`src/rtl/muldiv_pkg.sv`:
```
// Shared encodings for the multiply/divide sequencer: op codes, FSM states,
// step-datapath modes and the divide-by-zero quotient.
package muldiv_pkg;

  localparam int XLEN_DEF = 32;

  localparam logic [1:0] OP_MULT  = 2'b00;
  localparam logic [1:0] OP_MULTU = 2'b01;
  localparam logic [1:0] OP_DIV   = 2'b10;
  localparam logic [1:0] OP_DIVU  = 2'b11;

  localparam logic [1:0] ST_IDLE = 2'd0;
  localparam logic [1:0] ST_CALC = 2'd1;
  localparam logic [1:0] ST_FIX  = 2'd2;
  localparam logic [1:0] ST_DONE = 2'd3;

  localparam logic MODE_MUL = 1'b0;
  localparam logic MODE_DIV = 1'b1;

  localparam logic [XLEN_DEF-1:0] DIV0_QUOT = 32'hFFFF_FFFF;

  typedef struct packed {
    logic is_div;
    logic is_signed;
  } op_dec_t;

  function automatic op_dec_t decode_op(input logic [1:0] op);
    op_dec_t d;
    d.is_div    = 1'b0;
    d.is_signed = 1'b0;
    case (op)
      OP_MULT:  d.is_signed = 1'b1;
      OP_MULTU: d.is_signed = 1'b0;
      OP_DIV: begin
        d.is_div    = 1'b1;
        d.is_signed = 1'b1;
      end
      OP_DIVU:  d.is_div = 1'b1;
      default:  d.is_div = 1'b0;
    endcase
    return d;
  endfunction

endpackage

```
`src/rtl/muldiv_if.sv`:
```
// Request/response bundle between the EX stage (master) and the mul/div
// sequencer (slave).
interface muldiv_if
  import muldiv_pkg::*;
#(
  parameter int XLEN = XLEN_DEF
);

  logic              start;
  logic [1:0]        op;
  logic              flush;
  logic [XLEN-1:0]   src_a;
  logic [XLEN-1:0]   src_b;
  logic              busy;
  logic              done;
  logic              hilo_we;
  logic [2*XLEN-1:0] prod;

  modport master (
    output start, op, flush, src_a, src_b,
    input  busy, done, hilo_we, prod
  );

  modport slave (
    input  start, op, flush, src_a, src_b,
    output busy, done, hilo_we, prod
  );

endinterface

```
`src/rtl/muldiv_step.sv`:
```
// One iteration of unsigned shift-add multiply or restoring divide. The pair
// {acc, operand} is the working register; addend is the multiplicand/divisor.
module muldiv_step
  import muldiv_pkg::*;
#(
  parameter int XLEN = XLEN_DEF
) (
  input  logic            mode_i,
  input  logic [XLEN-1:0] acc_i,
  input  logic [XLEN-1:0] operand_i,
  input  logic [XLEN-1:0] addend_i,
  output logic [XLEN-1:0] acc_o,
  output logic [XLEN-1:0] operand_o
);

  logic [XLEN:0] sum;
  logic [XLEN:0] shifted;
  logic [XLEN:0] diff;

  // The extra top bit carries the add-out (multiply) or the borrow (divide).
  always_comb begin
    sum       = {1'b0, acc_i} + (operand_i[0] ? {1'b0, addend_i} : '0);
    shifted   = {acc_i, operand_i[XLEN-1]};
    diff      = shifted - {1'b0, addend_i};
    acc_o     = acc_i;
    operand_o = operand_i;
    if (mode_i == MODE_DIV) begin
      if (!diff[XLEN]) begin
        acc_o     = diff[XLEN-1:0];
        operand_o = {operand_i[XLEN-2:0], 1'b1};
      end else begin
        acc_o     = shifted[XLEN-1:0];
        operand_o = {operand_i[XLEN-2:0], 1'b0};
      end
    end else begin
      acc_o     = sum[XLEN:1];
      operand_o = {sum[0], operand_i[XLEN-1:1]};
    end
  end

endmodule

```
`src/rtl/muldiv_sequencer.sv`:
```
// Multi-cycle MULT/MULTU/DIV/DIVU sequencer producing {hi,lo}. Defining
// MULDIV_FAST_MUL_EN replaces the iterative multiply with a one-shot multiplier.
module muldiv_sequencer
  import muldiv_pkg::*;
#(
  parameter int XLEN     = XLEN_DEF,
  parameter int ITER_CNT = XLEN
) (
  input  logic     clock,
  input  logic     reset,
  muldiv_if.slave  bus
);

  localparam int CW = $clog2(ITER_CNT);
  localparam logic [CW-1:0] LastCnt = CW'(ITER_CNT - 1);

  logic [1:0]        state_q, state_d;
  logic [CW-1:0]     cnt_q, cnt_d;
  logic [XLEN-1:0]   acc_q, acc_d;
  logic [XLEN-1:0]   opnd_q, opnd_d;
  logic [XLEN-1:0]   addend_q, addend_d;
  logic [XLEN-1:0]   srca_q, srca_d;
  logic              div_q, div_d;
  logic              sign_a_q, sign_a_d;
  logic              sign_b_q, sign_b_d;
  logic              divzero_q, divzero_d;
  logic [2*XLEN-1:0] prod_q, prod_d;

  op_dec_t           dec;
  logic              a_neg, b_neg;
  logic [XLEN-1:0]   abs_a, abs_b;
  logic [XLEN-1:0]   step_acc, step_opnd;
  logic [2*XLEN-1:0] mag, mul_res, div_res;
  logic [XLEN-1:0]   quot, rem;

  muldiv_step #(.XLEN(XLEN)) u_step (
    .mode_i    (div_q ? MODE_DIV : MODE_MUL),
    .acc_i     (acc_q),
    .operand_i (opnd_q),
    .addend_i  (addend_q),
    .acc_o     (step_acc),
    .operand_o (step_opnd)
  );

  always_comb begin
    dec   = decode_op(bus.op);
    a_neg = dec.is_signed & bus.src_a[XLEN-1];
    b_neg = dec.is_signed & bus.src_b[XLEN-1];
    abs_a = a_neg ? -bus.src_a : bus.src_a;
    abs_b = b_neg ? -bus.src_b : bus.src_b;
  end

  // Magnitude result is sign-corrected here; div-by-zero bypasses the datapath.
  always_comb begin
`ifdef MULDIV_FAST_MUL_EN
    if (div_q) begin
      mag = {acc_q, opnd_q};
    end else begin
      mag = {{XLEN{1'b0}}, addend_q} * {{XLEN{1'b0}}, opnd_q};
    end
`else
    mag = {acc_q, opnd_q};
`endif
    mul_res = (sign_a_q ^ sign_b_q) ? -mag : mag;
    quot    = (sign_a_q ^ sign_b_q) ? -opnd_q : opnd_q;
    rem     = sign_a_q ? -acc_q : acc_q;
    div_res = divzero_q ? {srca_q, XLEN'(DIV0_QUOT)} : {rem, quot};
  end

  always_comb begin
    state_d   = state_q;
    cnt_d     = cnt_q;
    acc_d     = acc_q;
    opnd_d    = opnd_q;
    addend_d  = addend_q;
    srca_d    = srca_q;
    div_d     = div_q;
    sign_a_d  = sign_a_q;
    sign_b_d  = sign_b_q;
    divzero_d = divzero_q;
    prod_d    = prod_q;
    case (state_q)
      ST_IDLE, ST_DONE: begin
        state_d = ST_IDLE;
        if (bus.start && !bus.flush) begin
          div_d     = dec.is_div;
          sign_a_d  = a_neg;
          sign_b_d  = b_neg;
          divzero_d = dec.is_div && (bus.src_b == '0);
          srca_d    = bus.src_a;
          acc_d     = '0;
          cnt_d     = '0;
          if (dec.is_div) begin
            opnd_d   = abs_a;
            addend_d = abs_b;
          end else begin
            opnd_d   = abs_b;
            addend_d = abs_a;
          end
`ifdef MULDIV_FAST_MUL_EN
          state_d = dec.is_div ? ST_CALC : ST_FIX;
`else
          state_d = ST_CALC;
`endif
        end
      end
      ST_CALC: begin
        if (bus.flush) begin
          state_d = ST_IDLE;
        end else begin
          acc_d  = step_acc;
          opnd_d = step_opnd;
          cnt_d  = cnt_q + 1'b1;
          if (cnt_q == LastCnt) begin
            state_d = ST_FIX;
          end
        end
      end
      ST_FIX: begin
        if (bus.flush) begin
          state_d = ST_IDLE;
        end else begin
          prod_d  = div_q ? div_res : mul_res;
          state_d = ST_DONE;
        end
      end
      default: state_d = ST_IDLE;
    endcase
  end

  always_ff @(posedge clock or negedge reset) begin
    if (!reset) begin
      state_q   <= ST_IDLE;
      cnt_q     <= '0;
      acc_q     <= '0;
      opnd_q    <= '0;
      addend_q  <= '0;
      srca_q    <= '0;
      div_q     <= 1'b0;
      sign_a_q  <= 1'b0;
      sign_b_q  <= 1'b0;
      divzero_q <= 1'b0;
      prod_q    <= '0;
    end else begin
      state_q   <= state_d;
      cnt_q     <= cnt_d;
      acc_q     <= acc_d;
      opnd_q    <= opnd_d;
      addend_q  <= addend_d;
      srca_q    <= srca_d;
      div_q     <= div_d;
      sign_a_q  <= sign_a_d;
      sign_b_q  <= sign_b_d;
      divzero_q <= divzero_d;
      prod_q    <= prod_d;
    end
  end

  assign bus.busy    = (state_q == ST_CALC) || (state_q == ST_FIX);
  assign bus.done    = (state_q == ST_DONE);
  assign bus.hilo_we = (state_q == ST_DONE);
  assign bus.prod    = prod_q;

endmodule

```
`src/flat_wrapper.sv`:
```
// flat-port wrapper written by rule: the top's interface ports become plain ports
module muldiv_sequencer_flat import muldiv_pkg::*;
#(
  parameter int XLEN     = XLEN_DEF,
  parameter int ITER_CNT = XLEN
)
  (clock, reset, bus_start, bus_op, bus_flush, bus_src_a, bus_src_b, bus_busy, bus_done, bus_hilo_we, bus_prod);
  muldiv_if #(.XLEN(XLEN)) bus_i ();
  input  logic clock;
  input  logic reset;
  input wire logic [$bits(bus_i.start)-1:0] bus_start;
  input wire logic [$bits(bus_i.op)-1:0] bus_op;
  input wire logic [$bits(bus_i.flush)-1:0] bus_flush;
  input wire logic [$bits(bus_i.src_a)-1:0] bus_src_a;
  input wire logic [$bits(bus_i.src_b)-1:0] bus_src_b;
  output wire logic [$bits(bus_i.busy)-1:0] bus_busy;
  output wire logic [$bits(bus_i.done)-1:0] bus_done;
  output wire logic [$bits(bus_i.hilo_we)-1:0] bus_hilo_we;
  output wire logic [$bits(bus_i.prod)-1:0] bus_prod;
  assign bus_i.start = bus_start;
  assign bus_i.op = bus_op;
  assign bus_i.flush = bus_flush;
  assign bus_i.src_a = bus_src_a;
  assign bus_i.src_b = bus_src_b;
  assign bus_busy = bus_i.busy;
  assign bus_done = bus_i.done;
  assign bus_hilo_we = bus_i.hilo_we;
  assign bus_prod = bus_i.prod;
  muldiv_sequencer #(.XLEN(XLEN), .ITER_CNT(ITER_CNT)) u_core (.clock(clock), .reset(reset), .bus(bus_i));
endmodule
```
`config.mk`:
```
export PLATFORM = sky130hd
export DESIGN_NAME = muldiv_sequencer_flat
export DESIGN_NICKNAME = d
export VERILOG_FILES = /design/src/rtl/muldiv_pkg.sv /design/src/rtl/muldiv_if.sv /design/src/rtl/muldiv_step.sv /design/src/rtl/muldiv_sequencer.sv /design/src/flat_wrapper.sv
export SDC_FILE = /design/constraint.sdc
export NUM_CORES = 1
export LEC_CHECK = 0
export CAP_MARGIN = 0
export CORE_MARGIN = 2
export CORE_UTILIZATION = 45
export CTS_CLUSTER_SIZE = 14
export DETAILED_ROUTE_END_ITERATION = 12
export GPL_TIMING_DRIVEN = 0
export PLACE_DENSITY = 0.73
export RECOVER_POWER = 100
export SLEW_MARGIN = 25
export SYNTH_ARGS = -nofsm -noshare
export SYNTH_HDL_FRONTEND = slang
export SYNTH_SLANG_ARGS = --single-unit
export TNS_END_PERCENT = 30
```
`constraint.sdc`:
```
create_clock -name clock -period 3.8 [get_ports clock]
set_input_delay 0.76 -clock clock [delete_from_list [all_inputs] [get_ports clock]]
set_output_delay 0.76 -clock clock [all_outputs]
set_load 0.05 [all_outputs]
```
==> results_dict.tcl <==
set metrics [dict create \
    status "finished, final reports clean" \
    ys_warn_count 0 \
    grt_pass1_vias 16100 \
    worstSetupPathType "reg -> reg" \
    cp_max_fo 10 \
    multi_input_area_mm2 0.0109 \
    fin_crit_sh 0.985 \
    finish.net_count 2405 \
    r2r-start "u_core.opnd_q[6]$_DFFE_PN0P_" \
    power.total_mw 9.89 \
    dr.pass1.iters 7 \
    routedWlPerCell_um 24.2 \
    slew_violations 0 \
    r2r_cells 10 \
    syn_to_final_growth_pct 18.1 \
    cts.htree.levels 1 \
    initial_utilization 0.455 \
    placed_area_mm2 0.0186 \
    die_h_um 196 \
    yosysMostFrequentCell "nor2_1" \
    synth_mux_area_frac 0.0684 \
    hp-start "u_core.bus.prod[47]$_DFFE_PN0P_" \
    final_area_mm2 0.0196 \
    cap_violations 0 \
    drive_above_1_share 0.0768 \
    irDropWorstVdd_v 0.000324 \
    hold_depth 2 \
    syn_area_per_cell_um2 7.93 \
    cts_made_buffers 24 \
    synth_edf_count 0 \
    core_area_mm2 0.0365 \
    clkLatencyLatePin_ps 550 \
    vias_per_cell 6.29 \
    ys_seq_area_frac 0.305 \
    period_minus_slack_ps 3740 \
    drt_iter0_markers 1959 \
    syn_nets 2241 \
    holdBufCountCts 0 \
    cp-end-kind "register" \
    cts_tree "built" \
    synthArstFlopShare 1.00 \
    synth_ff_type "dfrtp_1" \
    synth_xor_area_frac 0.103 \
    synthTopCellsByCount "nor2_1 (234), nand2_1 (222), a21oi_1 (216)" \
    rows 70 \
    reg2reg_to "u_core.bus.prod[53]$_DFFE_PN0P_" \
    overflow 0 \
    final_cells 2747 \
    yosys.area.top_type "dfrtp_1" \
    pwr_density_cell_mw_per_mm2 504 \
    p_switching_mw 4.30 \
    synth_area_leaders "dfrtp_1 (31%), xnor2_1 (6.6%), a21oi_1 (6.5%)" \
    synth_top_cell_area_share 0.305 \
    p_sw_frac 0.435 \
    io_buffer_count 135 \
    hold_violations 0 \
    slew_headroom 0.0943 \
    internal_power_mw 5.59 \
    reg2reg_setup_slack_ps 60 \
    min_to "u_core.bus.prod[47]$_DFFE_PN0P_" \
    grt_first_pass_wirelength_um 99000 \
    grt.total_usage 0.338 \
    rsz0062_at_grt "yes" \
    die_area_mm2 0.0385 \
    clk_path_buf_depth 3 \
    dp.cells 2701 \
    clock_skew_ps 21.4 \
    clockRootBuffer "clkbuf_16" \
    ys_types 70 \
    nFillCells 3524 \
    postSynthCellCount 2096 \
    die_w_um 196 \
    setup-violations-final 0 \
    p_clk_frac 0.251 \
    drc_errors 0 \
    dp_hpwl_um 51300 \
    synth-compound-area-share 0.240 \
    cts.clk_slew.worst_paths_ps 60 \
    ant_nets 0 \
    netlist_area_mm2 0.0166 \
    worst-slew-pin-transition_ps 1360 \
    wl_um 66600 \
    grt_max_degree 96 \
    comb_power_share 0.453 \
    required_ps 4220 \
    fmax_mhz 267 \
    hold_class "reg -> reg" \
    synth_top_family_by_area "compound AO/OA/AOI/OAI gates" \
    power.leakage_nw 8.60 \
    p_seq_frac 0.295 \
    gp_congestion 1.03 \
    num_vias 17300 \
    synthSimpleGateAreaFrac 0.177 \
    synth_fa_ha_area_frac 0.0573 \
    cts.sinks 203 \
    ioPinCount 137 \
    seqCellArea_mm2 0.00508 \
    antenna_found_initial 2 \
    arrival_ps 4170 \
    start_kind "register" \
    synth_seq_cells 203 \
]
[critical path, cell delays in order, from the launching register on]
cell and delay, ps:
dfrtp_1 360, clkbuf_1 210, or4_1 590, or3_4 400, or4_4 570, or4_4 450
buf_6 180, o41ai_4 300, xnor2_1 110, o21ai_1 350, o21ai_1 90
[state kept, by name (all words and copies together), names as in the netlist]
| name | flops |
|---|---|
| u_core.acc_q | 32 |
| u_core.cnt_q | 5 |
| u_core.addend_q | 32 |
| u_core.div_q | 1 |
| u_core.sign_b_q | 1 |
| u_core.state_q | 2 |
| u_core.divzero_q | 1 |
| u_core.srca_q | 32 |
| u_core.opnd_q | 32 |
| u_core.bus.prod | 64 |
| u_core.sign_a_q | 1 |
[placed cells by master, fill, tap and decap left out, drive strengths merged, types with 71 or more instances in the layout]
cell type	Yosys	routed
inv	70	71
nor2	234	234
xnor2	125	125
dlygate4sd3	0	73
nand2	222	222
dfrtp	203	203
ha	73	73
a21oi	216	216
clkbuf	133	167
o21ai	188	188
[power by group through the flow]
| stage | clock network, mW | registers, mW | logic (mW) |
|---|---|---|---|
| 2_1_floorplan | 0 | 2.90 | 2.85 |
| 4_1_cts | 2.49 | 2.90 | 4.34 |
| 3_5_place_dp | 0 | 2.93 | 4.27 |
| 6_report | 2.49 | 2.92 | 4.49 |
| 3_3_place_gp | 0 | 2.92 | 4.21 |
| 5_1_grt | 2.56 | 2.94 | 4.85 |
[cells by family (layout without fill, tap and decap cells)]
family	count (synthesis)	count (layout)
other	0	1
and+or+nand+nor	650	650
muxes	105	105
adders and majority gates	75	75
DFF	203	203
xor gates and xnor gates	195	195
buffers and inverters	217	399
AOI/OAI and AO/OA	651	651
[metal layers]
metal	track usage	up-vias	share of wire
met2	0.489	926	0.41
met5	0	-	0
li1	-	7778	-
met1	0.492	8438	0.43
met3	0.0700	150	0.11
met4	0.131	0	0.044
[what timing repair did]
action                                  4_1_cts  5_1_grt
hold endpoints to repair                      0        0
endpoints found under the setup margin       57       50
gates resized for setup                      33       30
pin swaps                                     1        3
buffers inserted                              0        1
[per-stage QoR]
step                 util  TNS [ps]  worst slack (ps)  hold WS, ps
finish              0.538         0              55.7          466
detailed placement  0.510    -38380             -1410          464
CTS                 0.536     -52.9             -52.9         54.6
global route        0.538     -44.3             -36.1          503
floorplan               -         0               371          445
global placement    0.508  -1385830             -6680          460
[final cells by class]
cell class	instances	share of cell area
Clock inverter	11	0.00592
Timing Repair Buffer	138	0.0706
Antenna cell	1	0.000127
Tap cell	468	0.0298
Inverter	71	0.0137
Multi-Input combinational cell	1676	0.555
Sequential cell	203	0.259
Buffer	146	0.0296
Clock buffer	33	0.0364
[how the worst max path moves through the flow]
stage                                      start                         endpoint  slack [ps]
finish              u_core.opnd_q[6]$_DFFE_PN0P_  u_core.bus.prod[53]$_DFFE_PN0P_          60
global route        u_core.opnd_q[6]$_DFFE_PN0P_  u_core.bus.prod[53]$_DFFE_PN0P_         -40
CTS                  u_core.acc_q[1]$_DFFE_PN0P_  u_core.bus.prod[48]$_DFFE_PN0P_         -50
detailed placement  u_core.opnd_q[0]$_DFFE_PN0P_  u_core.bus.prod[42]$_DFFE_PN0P_       -1410
global placement                           reset     u_core.acc_q[30]$_DFFE_PN0P_       -6680
floorplan            u_core.acc_q[1]$_DFFE_PN0P_  u_core.bus.prod[48]$_DFFE_PN0P_         370
No activity file was read; power rests on OpenSTA's default activity.
